--- src/rtl/obstacle_spawner_if.sv ---
// obstacle_spawner_if
//   Bundles the game-side control inputs and the per-slot obstacle outputs
//   of the obstacle spawner.
//
//   Handshake: there is none. tick is a one-cycle enable, and rnd is
//   sampled only on the edge that needs it (game entry, spawn). Every
//   output is registered and valid in every cycle.
//
//   Signals
//     tick        game-tick enable pulse
//     run         game running (0 forces IDLE)
//     freeze      game over; hold everything
//     speed[2:0]  pixels per tick moved left
//     rnd[4:0]    LFSR value
//     obs_valid   per-slot active flag
//     obs_x       slot i x in [10i+9:10i]
//     obs_type    slot i type in [2i+1:2i]
//     spawn       pulse after a slot is loaded
//     dbg_state   FSM state (0 IDLE, 1 GAP, 2 FULL)
//     dbg_gap_cnt current gap counter
interface obstacle_spawner_if;
   logic        tick;
   logic        run;
   logic        freeze;
   logic [2:0]  speed;
   logic [4:0]  rnd;
   logic [2:0]  obs_valid;
   logic [29:0] obs_x;
   logic [5:0]  obs_type;
   logic        spawn;
   logic [1:0]  dbg_state;
   logic [5:0]  dbg_gap_cnt;

   // Game controller side.
   modport master (
      output tick, run, freeze, speed, rnd,
      input  obs_valid, obs_x, obs_type, spawn, dbg_state, dbg_gap_cnt
   );

   // Spawner side.
   modport slave (
      input  tick, run, freeze, speed, rnd,
      output obs_valid, obs_x, obs_type, spawn, dbg_state, dbg_gap_cnt
   );
endinterface

--- src/rtl/obstacle_spawner.sv ---
// obstacle_spawner
//   Spawns obstacles into three slots at random intervals and scrolls them
//   left by `speed` pixels each game tick. Gap length is MIN_GAP + rnd
//   ticks of silence, then a spawn on the following tick. When all slots
//   are busy at spawn time the FSM parks in FULL and spawns on the first
//   tick that starts with a free slot.
//
//   Ports
//     clk    system clock
//     RESET  synchronous active-low reset
//     bus    obstacle_spawner_if.slave (controls in, slot state out)
module obstacle_spawner #(
   parameter logic [9:0] X_START = 10'd639,
   parameter int         MIN_GAP = 24
) (
   input  logic               clk,
   input  logic               RESET,
   obstacle_spawner_if.slave  bus
);

   typedef enum logic [1:0] {
      IDLE = 2'd0,
      GAP  = 2'd1,
      FULL = 2'd2
   } state_t;

   localparam logic [5:0] MIN_GAP6 = 6'(MIN_GAP);

   state_t          state_q, state_d;
   logic [5:0]      gap_q, gap_d;
   logic [2:0]      valid_q, valid_d;
   logic [2:0][9:0] x_q, x_d;
   logic [2:0][1:0] type_q, type_d;
   logic            spawn_q, spawn_d;

   logic [5:0]      reload;
   logic [2:0]      free;
   logic            any_free;
   logic            do_spawn;
   logic            placed;

   // Free-slot decisions use the occupancy at the start of the tick, so a
   // slot that expires this tick is not reused until the next one.
   assign free     = ~valid_q;
   assign any_free = |free;
   assign reload   = MIN_GAP6 + {1'b0, bus.rnd};

   always_ff @(posedge clk) begin
      if (!RESET) begin
         state_q <= IDLE;
         gap_q   <= '0;
         valid_q <= '0;
         x_q     <= '0;
         type_q  <= '0;
         spawn_q <= 1'b0;
      end else begin
         state_q <= state_d;
         gap_q   <= gap_d;
         valid_q <= valid_d;
         x_q     <= x_d;
         type_q  <= type_d;
         spawn_q <= spawn_d;
      end
   end

   always_comb begin
      state_d  = state_q;
      gap_d    = gap_q;
      valid_d  = valid_q;
      x_d      = x_q;
      type_d   = type_q;
      spawn_d  = 1'b0;
      do_spawn = 1'b0;
      placed   = 1'b0;

      if (!bus.run) begin
         state_d = IDLE;
         gap_d   = '0;
         valid_d = '0;
         x_d     = '0;
         type_d  = '0;
      end else if (bus.freeze) begin
         // hold everything; spawn already defaults low
      end else begin
         case (state_q)
            IDLE: begin
               gap_d   = reload;
               state_d = GAP;
            end
            GAP, FULL: begin
               if (bus.tick) begin
                  // Move or expire every slot that was active. Expiry test
                  // x < speed keeps x from ever wrapping below zero.
                  for (int i = 0; i < 3; i++) begin
                     if (valid_q[i]) begin
                        if (x_q[i] < {7'b0, bus.speed})
                           valid_d[i] = 1'b0;
                        else
                           x_d[i] = x_q[i] - {7'b0, bus.speed};
                     end
                  end

                  if (state_q == GAP) begin
                     if (gap_q != 6'd0)
                        gap_d = gap_q - 6'd1;
                     else if (any_free)
                        do_spawn = 1'b1;
                     else
                        state_d = FULL;
                  end else begin
                     do_spawn = any_free;
                  end

                  if (do_spawn) begin
                     // Lowest-index free slot wins.
                     for (int i = 0; i < 3; i++) begin
                        if (free[i] && !placed) begin
                           placed     = 1'b1;
                           valid_d[i] = 1'b1;
                           x_d[i]     = X_START;
                           type_d[i]  = bus.rnd[1:0];
                        end
                     end
                     gap_d   = reload;
                     state_d = GAP;
                     spawn_d = 1'b1;
                  end
               end
            end
            default: begin
               state_d = IDLE;
            end
         endcase
      end
   end

   assign bus.obs_valid   = valid_q;
   assign bus.obs_x       = x_q;
   assign bus.obs_type    = type_q;
   assign bus.spawn       = spawn_q;
   assign bus.dbg_state   = state_q;
   assign bus.dbg_gap_cnt = gap_q;

endmodule

--- src/flat_wrapper.sv ---
// flat-port wrapper written by rule: the top's interface ports become plain ports
module obstacle_spawner_flat 
#(
   parameter logic [9:0] X_START = 10'd639,
   parameter int         MIN_GAP = 24
)
  (clk, RESET, bus_tick, bus_run, bus_freeze, bus_speed, bus_rnd, bus_obs_valid, bus_obs_x, bus_obs_type, bus_spawn, bus_dbg_state, bus_dbg_gap_cnt);
  obstacle_spawner_if bus_i ();
  input  logic clk;
  input  logic RESET;
  input wire logic [$bits(bus_i.tick)-1:0] bus_tick;
  input wire logic [$bits(bus_i.run)-1:0] bus_run;
  input wire logic [$bits(bus_i.freeze)-1:0] bus_freeze;
  input wire logic [$bits(bus_i.speed)-1:0] bus_speed;
  input wire logic [$bits(bus_i.rnd)-1:0] bus_rnd;
  output wire logic [$bits(bus_i.obs_valid)-1:0] bus_obs_valid;
  output wire logic [$bits(bus_i.obs_x)-1:0] bus_obs_x;
  output wire logic [$bits(bus_i.obs_type)-1:0] bus_obs_type;
  output wire logic [$bits(bus_i.spawn)-1:0] bus_spawn;
  output wire logic [$bits(bus_i.dbg_state)-1:0] bus_dbg_state;
  output wire logic [$bits(bus_i.dbg_gap_cnt)-1:0] bus_dbg_gap_cnt;
  assign bus_i.tick = bus_tick;
  assign bus_i.run = bus_run;
  assign bus_i.freeze = bus_freeze;
  assign bus_i.speed = bus_speed;
  assign bus_i.rnd = bus_rnd;
  assign bus_obs_valid = bus_i.obs_valid;
  assign bus_obs_x = bus_i.obs_x;
  assign bus_obs_type = bus_i.obs_type;
  assign bus_spawn = bus_i.spawn;
  assign bus_dbg_state = bus_i.dbg_state;
  assign bus_dbg_gap_cnt = bus_i.dbg_gap_cnt;
  obstacle_spawner #(.X_START(X_START), .MIN_GAP(MIN_GAP)) u_core (.clk(clk), .RESET(RESET), .bus(bus_i));
endmodule
--- config.mk ---
export PLATFORM = sky130hd
export DESIGN_NAME = obstacle_spawner_flat
export DESIGN_NICKNAME = d
export VERILOG_FILES = /design/src/rtl/obstacle_spawner_if.sv /design/src/rtl/obstacle_spawner.sv /design/src/flat_wrapper.sv
export SDC_FILE = /design/constraint.sdc
export NUM_CORES = 1
export LEC_CHECK = 0
export ABC_CLOCK_PERIOD_IN_PS = 2850
export CAP_MARGIN = 20
export CELL_PAD_IN_SITES_DETAIL_PLACEMENT = 1
export CELL_PAD_IN_SITES_GLOBAL_PLACEMENT = 1
export CORE_ASPECT_RATIO = 1.75
export CORE_MARGIN = 2
export CORE_UTILIZATION = 38
export CTS_CLUSTER_SIZE = 16
export DETAILED_ROUTE_END_ITERATION = 10
export PLACE_DENSITY_LB_ADDON = 0.25
export SETUP_SLACK_MARGIN = 0.3
export SYNTH_ARGS = -nofsm -noshare
export SYNTH_HDL_FRONTEND = slang
export SYNTH_SLANG_ARGS = --single-unit
--- constraint.sdc ---
create_clock -name clk -period 2.85 [get_ports clk]
set_input_delay 0.57 -clock clk [delete_from_list [all_inputs] [get_ports clk]]
set_output_delay 0.57 -clock clk [all_outputs]
set_load 0.05 [all_outputs]
# Yosys cells after proc, flatten, opt, wreduce, memory -nomap -nowiden
# Cells that the tools add are included.
# W data, S select, Z words.
dict set report totals {
  regBits 48
  latch_bits 0
  ramBits 0
  mem_bits_ro 0
  inputBits 13
  out_inout_bits 48
  elab_cells 99
  n_memories 0
}
dict set report classes {
  addsub 5
  n_mul 0
  div 0
  n_lt_le_gt_ge 3
  n_eq_ne 7
  shift 0
  muxes 51
  n_bitwise 6
  reduce_logical 17
}
# operator count
set ops {}
lappend ops {{$mux W10} 9}
lappend ops {{$lt A10 B3 Y1} 3}
lappend ops {{$mux W30} 1}
lappend ops {{$sub A10 B3 Y10} 3}
lappend ops {{$mux W1} 29}
lappend ops {{$reduce_and A5 Y1} 5}
lappend ops {{$mux W6} 4}
lappend ops {{$pmux W6 S2} 1}
lappend ops {{$mux W2} 5}
lappend ops {{$add A5 B5 Y6 const A} 1}
lappend ops {{$ne A3 B1 Y1 const B} 2}
lappend ops {{$ne A3 B3 Y1 const B} 2}
lappend ops {{$reduce_bool A6 Y1} 1}
lappend ops {{$sub A6 B1 Y6 const B} 1}
lappend ops {{$not A1 Y1} 5}
lappend ops {{$reduce_or A5 Y1} 1}
lappend ops {{$pmux W2 S2} 1}
lappend ops {{$mux W3} 1}
lappend ops {{$not A3 Y3} 1}
lappend ops {{$reduce_and A3 Y1} 1}
lappend ops {{$reduce_or A3 Y1} 1}
lappend ops {{$eq A2 B1 Y1 const B} 1}
lappend ops {{$eq A2 B2 Y1 const B} 1}
lappend ops {{$logic_and A1 B1 Y1} 2}
lappend ops {{other kinds (6)} 7}

# Depth between registers and ports, before layout
dict set report logic_depth {
  ltp_word 26
  ltp_mapped 9
  mapped_depth_nobuf 9
}

# Least setup slack after synthesis
# Ideal clock, no wire load.
dict set report synth_timing {
  kind {flip-flop to flip-flop}
  start {reg u_core.x_q (netlist bit u_core.bus.obs_x[10])}
  end {reg u_core.x_q (netlist bit u_core.bus.obs_x[15])}
  setup_time_ns 0.132
  arrival_time_ns 2.316
  required_ns 2.718
  setup_slack_ns 0.402
  path_stages_with_launch 10
  n_path_buf 0
  synth_period_minus_slack_ns 2.448
  cell_sequence {dfxtp_1 > inv_1 > ha_1 > inv_1 > fa_1 > a2111oi_2 > a311oi_4 > nand4b_1 > xor2_1 > a21oi_1}
}
dict set report synth_between {
  elab_chain_len 5
  word_cells_on_any_way 6
  classes_between {add/sub (1); order compare (1); mux (4)}
}
# item line_no
set synth_rtl {}
lappend synth_rtl {{from (decl)} obstacle_spawner.sv:32} ;# logic [2:0][9:0] x_q, x_d;
lappend synth_rtl {{from (signal assigned)} obstacle_spawner.sv:53} ;# x_q <= '0;
lappend synth_rtl {{from (signal assigned)} obstacle_spawner.sv:60} ;# x_q <= x_d;
lappend synth_rtl {{$sub A10 B3 Y10 / $lt A10 B3 Y1 (equally long branches)} {obstacle_spawner.sv:99, obstacle_spawner.sv:96}}
lappend synth_rtl {{$mux W10 *} obstacle_spawner.sv:96} ;# if (x_q[i] < {7'b0, bus.speed})
lappend synth_rtl {{$mux W10 *} obstacle_spawner.sv:95} ;# if (valid_q[i]) begin
lappend synth_rtl {{$mux W10} obstacle_spawner.sv:117} ;# if (free[i] && !placed) begin
lappend synth_rtl {{$mux W30 *} obstacle_spawner.sv:114} ;# if (do_spawn) begin
# Mark *: on every way between the ends. The rest lies on a longest branch, timed or not.
# A chain may end at the register's enable or synchronous reset.

# Final worst setup path
dict set report layout_timing {
  start {in bus_speed[2]}
  end {reg u_core.x_q (netlist bit u_core.bus.obs_x[19])}
}
dict set report layout_between {
  elab_chain_len 5
  word_cells_on_any_way 6
  classes_between {add/sub (1); order compare (1); mux (4)}
}
# item line_no
set layout_rtl {}
lappend layout_rtl {{from (decl)} flat_wrapper.sv:14} ;# input wire logic [$bits(bus_i.speed)-1:0] bus_speed;
lappend layout_rtl {{$sub A10 B3 Y10 / $lt A10 B3 Y1 (equally long branches)} {obstacle_spawner.sv:99, obstacle_spawner.sv:96}}
lappend layout_rtl {{$mux W10 *} obstacle_spawner.sv:96}
lappend layout_rtl {{$mux W10 *} obstacle_spawner.sv:95}
lappend layout_rtl {{$mux W10} obstacle_spawner.sv:117}
lappend layout_rtl {{$mux W30 *} obstacle_spawner.sv:114}
# Marked as above.

==> key figures <==
Die
  – Core area: 0.00757 mm^2
  – DIE AREA: 0.00853 mm^2
  – Row cnt: 42
  – Ports: 61
  – Die height: 121 um
  – Initial Util: 39.1%
  – Die width: 70.7 um

Finish
  – Multi-input logic area: 0.00187 mm^2
  – Share of cells above drive strength 1: 13.4%
  – Layout area overhead: 35.7%
  – NumNets Final: 472
  – Design Area, Final: 0.00402 mm^2
  – FF+latch area: 961 um^2
  – Non-filler instance count after layout: 529
  – Inserted Diodes: 0
  – Fillers: 927
  – Core Util, Final: 53.1%

CTS
  – H-tree depth: 2
  – Clock tree buffer depth: 2
  – Num CTS Buffers: 5
  – Clock root buffer: clkbuf_16
  – Sink Count: 48
  – Clock slew at reported path FFs: 0.06 ns
  – Clk_lat worst skew: 0.29 ns
  – Cts hold-fix bufs: 0
  – CTS tree: done

Timing
  – Final Slew Violations: 0
  – Final Setup Violations: 0
  – Peak Freq: 0.406 GHz
  – WHS: 0.507 ns
  – Slew headroom: 56.3%
  – Final period utilization: 86.4%
  – Setup WS post-layout: 0.389 ns
  – Unrepaired setup endpoints after global routing: yes
  – Final hold viol count: 0
  – Post-layout min period: 2.46 ns
  – Clock Skews: 0.00942 ns
  – Worst-Margin Slew: 0.655 ns
  – Sum Neg Setup Slack: 0 ns

Route
  – Antenna viol nets, final: 0
  – 1st-pass router iterations: 4
  – Total number of vias: 3051
  – Drt wl/cell: 17.7 um
  – First DRT Iteration DRCs: 98
  – DRC Markers: 0
  – Routed wire length: 9370 um
  – Via-per-instance ratio: 5.77

Logic synthesis
  – Area fraction of the dominant cell type after synthesis: 32.5%
  – Synthesized area per cell: 8.38 um^2
  – Register area share after synthesis: 32.5%
  – Most common library cells after synthesis: 48 x dfxtp_1, 29 x nand2_1, 26 x a21oi_1
  – Post-synthesis register bit count: 48
  – Count of flip-flops with a built-in enable after synthesis: 0
  – Synth cell types: 58
  – Prevailing post-synth register cell: dfxtp_1
  – Most common cell in the netlist: dfxtp_1
  – Mapped cell area: 0.00296 mm^2
  – Cells after Synth: 353
  – Async SR Flop Fraction: 0%
  – Dominant cell type by area after synthesis: dfxtp_1
  – YS warnings: 0
  – Largest cells by area after synthesis: dfxtp_1 32%, ha_1 6.3%, a21oi_1 4.4%
  – Syn Nets: 384

Global routing
  – Vias in the first global route: 3281
  – Gr ovfl total: 0
  – GRT Overall Usage: 22.7%
  – Initial antenna violation count: 0
  – Largest net degree at the start of global routing: 17
  – First-pass GRT wire length: 15600 um

Worst setup path
  – Worst-path maximum fanout: 4
  – CP Capture Type: register
  – RR Startpoint: u_core.bus.dbg_state[1]$_SDFFE_PN0P_
  – Crit path arrival time: 2.63 ns
  – Critical path class: in2reg
  – Critical path startpoint category: input pin
  – Req. time, crit path: 3.02 ns
  – Setup crit start: bus_speed[2]

Pwr
  – Pleak: 1.53 nW
  – Final Power: 1.49 mW
  – Pwr per Cell Area: 371 mW/mm^2
  – IR drop worst, VDD: 0.266 mV

Placement
  – Post-DP Area: 0.00385 mm^2
  – HPWL Detailed: 7310 um
  – RD Place Congestion: 0.850
  – Dpl ws: -0.161 ns
  – Placed Cells: 520
  – IO buf count: 60

Outcome
  – Status: complete, no violations

Hold path
  – Hold Path Class: reg2reg
  – HP Start: u_core.bus.obs_type[0]$_SDFFE_PN0P_

Job
  – Max_cap viols: 0
-- layout by cell type, fill, tap and decap left out, types with 5 or more instances in the layout --
master / synthesis / final
nor2b_1: 7 / 7
xor2_1: 8 / 8
ha_1: 15 / 15
o21ai_0: 20 / 20
clkdlybuf4s50_1: 0 / 58
nand4_1: 6 / 6
nor3_1: 21 / 21
a211oi_1: 7 / 7
nor2_1: 25 / 25
nand3_1: 12 / 11
mux2i_1: 10 / 10
inv_1: 18 / 17
a31oi_1: 10 / 10
clkbuf_16: 0 / 5
dfxtp_1: 48 / 48
nand2_1: 29 / 29
a21oi_1: 26 / 26
buf_4: 1 / 36
-- worst max-delay path: stages --
cell and delay [ns]:
clkdlybuf4s50_1 0.45, inv_1 0.11, ha_1 0.22, or4_1 0.49, nor2_1 0.26, nand2_1 0.11, o41ai_1 0.29, a21oi_1 0.12
-- cell type report --
cell class | instances | area share [%]
clock buffers | 6 | 3.21
clock inverters | 1 | 0.125
inverters | 18 | 1.75
multi-input cells | 272 | 46.5
flip-flops and latches | 48 | 23.9
well taps | 88 | 2.74
repair buffers | 96 | 21.7
-- where the power goes --
| group | leakage, nW | switching [mW] | total [mW] | internal, mW |
|---|---|---|---|---|
| Sequential | 0.387 | 0.0100 | 0.688 | 0.678 |
| Combinational | 1.07 | 0.134 | 0.232 | 0.0976 |
| Clock | 0.0667 | 0.252 | 0.571 | 0.320 |
-- flip-flops by register name, summed over array words and instances (netlist names) --
name                    flops
u_core.bus.obs_x           30
u_core.bus.dbg_gap_cnt      6
u_core.bus.obs_type         6
u_core.bus.obs_valid        3
u_core.bus.dbg_state        2
u_core.bus.spawn            1
-- final timing paths --
path / endpoint / slack, ns / cells past startpoint
setup / recovery: u_core.bus.obs_x[19]$_SDFFE_PN0P_ / 0.39 / 8
hold / removal: u_core.bus.obs_type[0]$_SDFFE_PN0P_ / 0.51 / 2
setup reg to reg: u_core.bus.obs_x[19]$_SDFFE_PN0P_ / 0.63 / 7
hold reg to reg: u_core.bus.obs_type[0]$_SDFFE_PN0P_ / 0.51 / 2
-- cell families after synthesis --
group                      synth area share [%]
AOI/OAI and AO/OA                          21.6
xor gates and xnor gates                   3.26
adders and majority gates                  8.38
buffers and inverters                      4.70
DFF                                        32.5
muxes                                      3.76
and+or+nand+nor                            25.8
-- layer usage --
metal	wire length, um	track usage (%)
met1	3470	23.5
met2	5210	42.8
met3	340	3.67
met4	345	11.2
met5	0	0
-- what timing repair did --
item	4_1_cts	5_1_grt
endpoints found under the setup margin	19	10
gates resized for setup	2	5
pin swaps	0	3
buffers inserted	0	2
No activity file was read; power rests on OpenSTA's default activity.
